<file path="src/rtl/gmii_rx_frame_parser_pkg.sv">
// ----------------------------------------------------------------------------
// gmii_rx_frame_parser_pkg
// Shared constants and types for the GMII receive frame parser and its CRC
// helper: preamble/SFD byte and nibble values, CRC-32 init/residue/polynomial,
// delay-line depth, FSM state encoding and the registered output record.
// ----------------------------------------------------------------------------
package gmii_rx_frame_parser_pkg;

    localparam logic [7:0]  PREAMBLE_B    = 8'h55;
    localparam logic [7:0]  SFD_B         = 8'hD5;
    localparam logic [3:0]  PREAMBLE_N    = 4'h5;
    localparam logic [3:0]  SFD_N         = 4'hD;

    localparam logic [31:0] CRC_INIT      = 32'hFFFF_FFFF;
    localparam logic [31:0] CRC_RESIDUE   = 32'hDEBB_20E3;
    // Reflected form of 0x04C11DB7, used for LSB-first shifting.
    localparam logic [31:0] CRC_POLY_REFL = 32'hEDB8_8320;

    // One pending output byte plus the four FCS bytes held back.
    localparam int          DLY_DEPTH     = 5;

    typedef enum logic [1:0] {
        ST_IDLE = 2'd0,
        ST_PRE  = 2'd1,
        ST_DATA = 2'd2,
        ST_DROP = 2'd3
    } rx_state_e;

    typedef struct packed {
        logic [7:0] data;
        logic       sof;
        logic       eof;
        logic       err;
        logic       ok;
        logic       crc_err;
    } rx_out_t;

endpackage

</file>
<file path="src/rtl/gmii_rx_frame_parser_if.sv">
// ----------------------------------------------------------------------------
// gmii_rx_frame_parser_if
// Bundles the GMII receive inputs and the framed byte-stream outputs.
//   gmii_rxd/gmii_rx_dv/gmii_rx_er : GMII receive data, data valid, error
//   rx_data/rx_valid               : payload byte and its 1-cycle strobe
//   rx_sof/rx_eof/rx_err           : frame markers, error flag with eof
//   frame_ok/crc_err               : status pulses coincident with eof
// slave  : the parser (consumes GMII, produces the byte stream)
// master : the PHY side / downstream consumer
// ----------------------------------------------------------------------------
interface gmii_rx_frame_parser_if;

    logic [7:0] gmii_rxd;
    logic       gmii_rx_dv;
    logic       gmii_rx_er;

    logic [7:0] rx_data;
    logic       rx_valid;
    logic       rx_sof;
    logic       rx_eof;
    logic       rx_err;
    logic       frame_ok;
    logic       crc_err;

    modport master (
        output gmii_rxd, gmii_rx_dv, gmii_rx_er,
        input  rx_data, rx_valid, rx_sof, rx_eof, rx_err, frame_ok, crc_err
    );

    modport slave (
        input  gmii_rxd, gmii_rx_dv, gmii_rx_er,
        output rx_data, rx_valid, rx_sof, rx_eof, rx_err, frame_ok, crc_err
    );

endinterface

</file>
<file path="src/rtl/gmii_rx_frame_parser_crc32_d8.sv">
// ----------------------------------------------------------------------------
// gmii_rx_frame_parser_crc32_d8
// Combinational next-state of the Ethernet CRC-32 (reflected, LSB first) for
// one data byte. No final inversion; callers own init and residue handling.
//   crc_i  [31:0] : current CRC register
//   data_i [7:0]  : byte to absorb, bit 0 first
//   crc_o  [31:0] : CRC register after the byte
// ----------------------------------------------------------------------------
module gmii_rx_frame_parser_crc32_d8
    import gmii_rx_frame_parser_pkg::*;
(
    input  logic [31:0] crc_i,
    input  logic [7:0]  data_i,
    output logic [31:0] crc_o
);

    always_comb begin
        crc_o = crc_i;
        for (int i = 0; i < 8; i++) begin
            if (crc_o[0] ^ data_i[i]) begin
                crc_o = (crc_o >> 1) ^ CRC_POLY_REFL;
            end else begin
                crc_o = crc_o >> 1;
            end
        end
    end

endmodule

</file>
<file path="src/rtl/gmii_rx_frame_parser.sv">
// ----------------------------------------------------------------------------
// gmii_rx_frame_parser
// Turns the GMII receive stream into a framed byte stream: nibble assembly at
// 10/100, preamble/SFD strip, FCS strip via a 5-byte delay line, CRC-32 check,
// runt/oversize/dribble/rx_er checks. No backpressure.
//   rx_clk_i       : receive clock, the only clock
//   rx_reset_i     : synchronous active-high reset
//   speed_10_100_i : 1 = nibble mode (low nibble first), 0 = byte mode
//   bus            : GMII inputs and framed outputs (slave side)
// MIN_LEN/MAX_LEN count DA..FCS inclusive.
// ----------------------------------------------------------------------------
module gmii_rx_frame_parser
    import gmii_rx_frame_parser_pkg::*;
#(
    parameter int MIN_LEN = 64,
    parameter int MAX_LEN = 1522
) (
    input  logic                   rx_clk_i,
    input  logic                   rx_reset_i,
    input  logic                   speed_10_100_i,
    gmii_rx_frame_parser_if.slave  bus
);

    rx_state_e       state_q, state_d;
    logic [31:0]     crc_q, crc_d, crc_next;
    logic [15:0]     len_q, len_d;
    logic            phase_q, phase_d;
    logic [3:0]      nib_lo_q, nib_lo_d;
    logic [2:0]      fill_q, fill_d;
    logic [4:0][7:0] dly_q, dly_d;
    logic            er_seen_q, er_seen_d;
    logic            sof_pend_q, sof_pend_d;
    logic            valid_q, valid_d;
    rx_out_t         out_q, out_d;

    logic [7:0]      byte_val;
    logic            pre_match, sfd_match, line_full, crc_bad, frame_err;

    // In nibble mode the second nibble completes the byte; the first was parked.
    assign byte_val  = speed_10_100_i ? {bus.gmii_rxd[3:0], nib_lo_q} : bus.gmii_rxd;
    assign pre_match = speed_10_100_i ? (bus.gmii_rxd[3:0] == PREAMBLE_N) : (bus.gmii_rxd == PREAMBLE_B);
    assign sfd_match = speed_10_100_i ? (bus.gmii_rxd[3:0] == SFD_N)      : (bus.gmii_rxd == SFD_B);
    assign line_full = (fill_q == 3'(DLY_DEPTH));
    assign crc_bad   = (crc_q != CRC_RESIDUE);
    // phase_q set at end of frame means a lone trailing nibble (dribble).
    assign frame_err = crc_bad | er_seen_q | (len_q < 16'(MIN_LEN)) | phase_q;

    gmii_rx_frame_parser_crc32_d8 u_crc (
        .crc_i  (crc_q),
        .data_i (byte_val),
        .crc_o  (crc_next)
    );

    always_comb begin
        state_d    = state_q;
        crc_d      = crc_q;
        len_d      = len_q;
        phase_d    = phase_q;
        nib_lo_d   = nib_lo_q;
        fill_d     = fill_q;
        dly_d      = dly_q;
        er_seen_d  = er_seen_q;
        sof_pend_d = sof_pend_q;
        valid_d    = 1'b0;
        out_d      = '0;
        out_d.data = out_q.data;

        case (state_q)
            ST_IDLE: begin
                if (bus.gmii_rx_dv && pre_match) state_d = ST_PRE;
            end
            ST_PRE: begin
                if (!bus.gmii_rx_dv) begin
                    state_d = ST_IDLE;
                end else if (sfd_match) begin
                    state_d    = ST_DATA;
                    crc_d      = CRC_INIT;
                    len_d      = '0;
                    phase_d    = 1'b0;
                    fill_d     = '0;
                    er_seen_d  = 1'b0;
                    sof_pend_d = 1'b1;
                end else if (!pre_match) begin
                    state_d = ST_DROP;
                end
            end
            ST_DATA: begin
                if (!bus.gmii_rx_dv) begin
                    state_d = ST_IDLE;
                    // Frames shorter than the delay line never surface.
                    if (line_full) begin
                        valid_d       = 1'b1;
                        out_d.data    = dly_q[4];
                        out_d.sof     = sof_pend_q;
                        out_d.eof     = 1'b1;
                        out_d.err     = frame_err;
                        out_d.ok      = ~frame_err;
                        out_d.crc_err = crc_bad;
                    end
                end else begin
                    if (bus.gmii_rx_er) er_seen_d = 1'b1;
                    if (speed_10_100_i && !phase_q) begin
                        nib_lo_d = bus.gmii_rxd[3:0];
                        phase_d  = 1'b1;
                    end else begin
                        phase_d = 1'b0;
                        crc_d   = crc_next;
                        len_d   = len_q + 16'd1;
                        dly_d   = {dly_q[3:0], byte_val};
                        if (!line_full) fill_d = fill_q + 3'd1;
                        if (line_full) begin
                            valid_d    = 1'b1;
                            out_d.data = dly_q[4];
                            out_d.sof  = sof_pend_q;
                            sof_pend_d = 1'b0;
                            // Oversize: close the frame on the byte being pushed
                            // out. CRC is not judged on a truncated frame.
                            if (len_q == 16'(MAX_LEN)) begin
                                out_d.eof = 1'b1;
                                out_d.err = 1'b1;
                                state_d   = ST_DROP;
                            end
                        end
                    end
                end
            end
            ST_DROP: begin
                if (!bus.gmii_rx_dv) state_d = ST_IDLE;
            end
            default: state_d = ST_IDLE;
        endcase
    end

    always_ff @(posedge rx_clk_i) begin
        if (rx_reset_i) begin
            state_q    <= ST_IDLE;
            crc_q      <= CRC_INIT;
            len_q      <= '0;
            phase_q    <= 1'b0;
            nib_lo_q   <= '0;
            fill_q     <= '0;
            dly_q      <= '0;
            er_seen_q  <= 1'b0;
            sof_pend_q <= 1'b0;
            valid_q    <= 1'b0;
            out_q      <= '0;
        end else begin
            state_q    <= state_d;
            crc_q      <= crc_d;
            len_q      <= len_d;
            phase_q    <= phase_d;
            nib_lo_q   <= nib_lo_d;
            fill_q     <= fill_d;
            dly_q      <= dly_d;
            er_seen_q  <= er_seen_d;
            sof_pend_q <= sof_pend_d;
            valid_q    <= valid_d;
            out_q      <= out_d;
        end
    end

    assign bus.rx_data  = out_q.data;
    assign bus.rx_valid = valid_q;
    assign bus.rx_sof   = out_q.sof;
    assign bus.rx_eof   = out_q.eof;
    assign bus.rx_err   = out_q.err;
    assign bus.frame_ok = out_q.ok;
    assign bus.crc_err  = out_q.crc_err;

endmodule
</file>
<file path="src/flat_wrapper.sv">
// flat-port wrapper written by rule: the top's interface ports become plain ports
module gmii_rx_frame_parser_flat import gmii_rx_frame_parser_pkg::*;
#(
    parameter int MIN_LEN = 64,
    parameter int MAX_LEN = 1522
)
  (rx_clk_i, rx_reset_i, speed_10_100_i, bus_gmii_rxd, bus_gmii_rx_dv, bus_gmii_rx_er, bus_rx_data, bus_rx_valid, bus_rx_sof, bus_rx_eof, bus_rx_err, bus_frame_ok, bus_crc_err);
  gmii_rx_frame_parser_if bus_i ();
  input  logic rx_clk_i;
  input  logic rx_reset_i;
  input  logic speed_10_100_i;
  input wire logic [$bits(bus_i.gmii_rxd)-1:0] bus_gmii_rxd;
  input wire logic [$bits(bus_i.gmii_rx_dv)-1:0] bus_gmii_rx_dv;
  input wire logic [$bits(bus_i.gmii_rx_er)-1:0] bus_gmii_rx_er;
  output wire logic [$bits(bus_i.rx_data)-1:0] bus_rx_data;
  output wire logic [$bits(bus_i.rx_valid)-1:0] bus_rx_valid;
  output wire logic [$bits(bus_i.rx_sof)-1:0] bus_rx_sof;
  output wire logic [$bits(bus_i.rx_eof)-1:0] bus_rx_eof;
  output wire logic [$bits(bus_i.rx_err)-1:0] bus_rx_err;
  output wire logic [$bits(bus_i.frame_ok)-1:0] bus_frame_ok;
  output wire logic [$bits(bus_i.crc_err)-1:0] bus_crc_err;
  assign bus_i.gmii_rxd = bus_gmii_rxd;
  assign bus_i.gmii_rx_dv = bus_gmii_rx_dv;
  assign bus_i.gmii_rx_er = bus_gmii_rx_er;
  assign bus_rx_data = bus_i.rx_data;
  assign bus_rx_valid = bus_i.rx_valid;
  assign bus_rx_sof = bus_i.rx_sof;
  assign bus_rx_eof = bus_i.rx_eof;
  assign bus_rx_err = bus_i.rx_err;
  assign bus_frame_ok = bus_i.frame_ok;
  assign bus_crc_err = bus_i.crc_err;
  gmii_rx_frame_parser #(.MIN_LEN(MIN_LEN), .MAX_LEN(MAX_LEN)) u_core (.rx_clk_i(rx_clk_i), .rx_reset_i(rx_reset_i), .speed_10_100_i(speed_10_100_i), .bus(bus_i));
endmodule
</file>
<file path="config.mk">
export PLATFORM = sky130hd
export DESIGN_NAME = gmii_rx_frame_parser_flat
export DESIGN_NICKNAME = d
export VERILOG_FILES = /design/src/rtl/gmii_rx_frame_parser_pkg.sv /design/src/rtl/gmii_rx_frame_parser_if.sv /design/src/rtl/gmii_rx_frame_parser_crc32_d8.sv /design/src/rtl/gmii_rx_frame_parser.sv /design/src/flat_wrapper.sv
export SDC_FILE = /design/constraint.sdc
export NUM_CORES = 1
export LEC_CHECK = 0
export ABC_AREA = 0
export CORE_MARGIN = 1.5
export CORE_UTILIZATION = 45
export DETAILED_ROUTE_END_ITERATION = 8
export HOLD_SLACK_MARGIN = 0.12
export PLACE_DENSITY = 0.7
export SLEW_MARGIN = 20
export SYNTH_ARGS = -nofsm -noshare
export SYNTH_HDL_FRONTEND = slang
export SYNTH_SLANG_ARGS = --single-unit
export TNS_END_PERCENT = 5
</file>
<file path="constraint.sdc">
create_clock -name rx_clk_i -period 6.4 [get_ports rx_clk_i]
set_input_delay 1.28 -clock rx_clk_i [delete_from_list [all_inputs] [get_ports rx_clk_i]]
set_output_delay 1.28 -clock rx_clk_i [all_outputs]
set_load 0.02 [all_outputs]
</file>
==> metrics <==
GPL Wtd Cong 0.911; clock sink total 114; router iterations before antenna repair 4; max cap viols 0; Seq/Total Area, Yosys 42.1%; Synth-to-Final Area Change 17.7%; Final Util 55.1%; clock-pin slew on the worst setup and hold paths 0.06 ns; Vias/cell 5.50; number of synthesized flops with an enable pin 0; Seq cells post-synth 114; fin cells 757; Post-CTS Setup Bufs 0; commonest cells in the netlist dfxtp_1, nand2_1, a21oi_1; Async SR Flop Fraction 0%; critical path launch point type primary input; worst rel slew slack 43.4%; DP Wirelength 8.27 mm; Root Buffer clkbuf_16; Leak 2.25 nW; Worst R2R Start u_core.state_q[0]; worst path cell trace clkdlybuf4s50_1, inv_1, nor2_1, a21oi_1, buf_4, nand2_2, nand2_1, o22a_1; Ys Warns 0; Syn Nets 603; setup ws final 2.59 ns; initial antenna violation count 0; max-slew violation count 0; critical path arrival 4.11 ns; total congestion overflow 0; Initial Util 46.8%; met2 routed WL 5.69 mm; met3 wire length 443 um; Die X-Extent 113 um; Max H-tree Level 4; Post-CTS Resized 0; Die ar. 12700 um^2; CP max stage cell clkdlybuf4s50_1; number of distinct library cells after synthesis 53; FP Rows 39; final wirelength 11.9 mm; WP data required 6.70 ns; Post-Route M1 WL 5.52 mm; Clk Latency, worst-skew pair 0.41 ns; Synth area leader dfxtp_1; finished layout cell area 6370 um^2; setup violators final 0; NumNets Final 623; Overall Power 1.86 mW; Setup TNS 0 ns; fillers 972; ant diodes 0; Fmax achieved 0.262 GHz; total number of vias 4163; hold path cells 2; I/O pins 27; largest net degree at the start of global routing 72; worst hold start u_core.dly_q[15]; Worst Hold Path EP u_core.dly_q[23]; syn avg cell area 9.32 um^2; CP max stage delay 0.93 ns; Max Used Layer met4; status complete, no violations; first-pass GRT wire length 20.0 mm; CTS tree done; Post-DP Area 5780 um^2; cell family with most CP delay buffers and inverters; Final min period 3.81 ns; period utilisation layout 59.6%; hold buffer count at CTS 0; DRC 0; worst hold slack 0.453 ns; Worst Clk Skew 0.00576 ns; reg2reg path depth 8; final hold viol count 0; Synth top area share 42.1%; CP Capture Type flop; Worst Tran Pin Value 0.849 ns; critical setup path kind in2reg; Routed Antenna Nets 0; Die Height 113 um; vias in the first global route 3974; cell with the most instances after synthesis dfxtp_1; core area 11600 um^2; Placed Instances 725; r2r setup slk 3.41 ns; Pwr Density 291 nW/um^2; worst hold path type reg2reg; Total GRT Usage 19.8%; Max Buffers Root-to-Sink 2; Num CTS Buffers 17; IO Port Bufs 26; wire length per cell 15.7 um; cell area after synthesis 5420 um^2; peak supply drop 0.179 mV; worst r2r dst u_core.crc_q[2]; Post-Syn Instances 581; share of cells above drive strength 1 10.3%; unrepaired setup endpoints after global routing no; Top FF cell, synth dfxtp_1; Buf/Inv on CP 3; CP max FO 21; setup slack at placement 2.15 ns; DR iter-0 viols 183; top cells by area, synth dfxtp_1, xnor2_1, nand2_1
[per-layer routing]
metal	track usage (%)	up-vias
met1	26.3	1996
met2	30.6	85
met3	4.98	24
met5	0	-
li1	-	2058
met4	8.95	0
[flip-flops by register name, indices dropped and copies added (netlist names), 2 cells and up]
| signal | count |
|---|---|
| u_core.bus.rx_data | 8 |
| u_core.crc_q | 32 |
| u_core.dly_q | 40 |
| u_core.fill_q | 3 |
| u_core.len_q | 16 |
| u_core.nib_lo_q | 4 |
| u_core.state_q | 2 |
[worst reg2reg max path, delay by kind of cell (launching register included)]
family	cells	cell delay, ns
AO/OA/AOI/OAI	3	0.61
adder cells (fa/ha/maj)	1	0.74
AND/OR/NAND/NOR	2	0.81
flip-flops	1	0.33
buffers and inverters	2	0.36
[cells by family (layout without fill, tap and decap cells)]
logic type                 after synthesis  after routing  share of synthesized area, %
xor gates and xnor gates                78             78                          17.0
AOI/OAI and AO/OA                      112            112                          13.3
muxes                                   22             22                          4.37
DFF                                    114            114                          42.1
adders and majority gates                9              9                          2.08
and+or+nand+nor                        205            205                          18.0
buffers and inverters                   41             74                          3.12
[power by group]
part / internal, mW / switching, mW
Sequential: 0.713 / 0.00291
Combinational: 0.0917 / 0.113
Clock: 0.587 / 0.348
[area by class of cell]
type                            count  area [um^2]  share of cell area (%)
Clock buffer                       18          439                    6.89
Clock inverter                     14          156                    2.45
Inverter                           10         37.5                   0.589
Multi-Input combinational cell    426         2980                    46.8
Sequential cell                   114         2280                    35.8
Tap cell                          143          179                    2.81
Timing Repair Buffer               32          300                    4.71
[worst max path at each step]
stage / slack (ns) / depth (start not counted) / startpoint / to
finish: 2.59 / 8 / speed_10_100_i / u_core.crc_q[1]
global route: 2.40 / 8 / speed_10_100_i / u_core.crc_q[1]
CTS: 2.60 / 8 / speed_10_100_i / u_core.crc_q[1]
detailed placement: 2.15 / 8 / speed_10_100_i / u_core.crc_q[1]
global placement: 2.16 / 7 / speed_10_100_i / u_core.crc_q[17]
floorplan: 3.35 / 9 / speed_10_100_i / u_core.crc_q[17]
[cells in the final DEF (no fill, tap or decap), types with 3 or more instances in the layout]
cell type        netlist  routed
a211oi_1               8       8
and2_1                 3       3
a2bb2oi_1             17      17
a31oi_1                7       7
xnor3_1                3       3
mux2i_1               17      17
o21ai_0               10      10
nand4_1               15      15
mux2i_2                4       4
nor3_1                 7       7
dfxtp_1              114     114
nor2_1                45      44
clkbuf_16              0      17
xor2_1                23      23
nand3_1               11      10
or3_1                  5       5
buf_4                  1       6
inv_1                 10      10
nand2_1               87      87
clkdlybuf4s50_1        0      25
nor4b_1                4       4
ha_1                   9       9
o22a_1                 3       3
nor4_1                 3       3
xnor2_1               38      38
nand4b_1               3       3
xnor2_4                8       8
xnor2_2                6       6
inv_6                  0       3
a21oi_1               50      50
clkinvlp_4             0       4
and3_1                 7       7
nor4bb_1               4       4
clkinv_4               0       4
No activity file was read; power rests on OpenSTA's default activity.
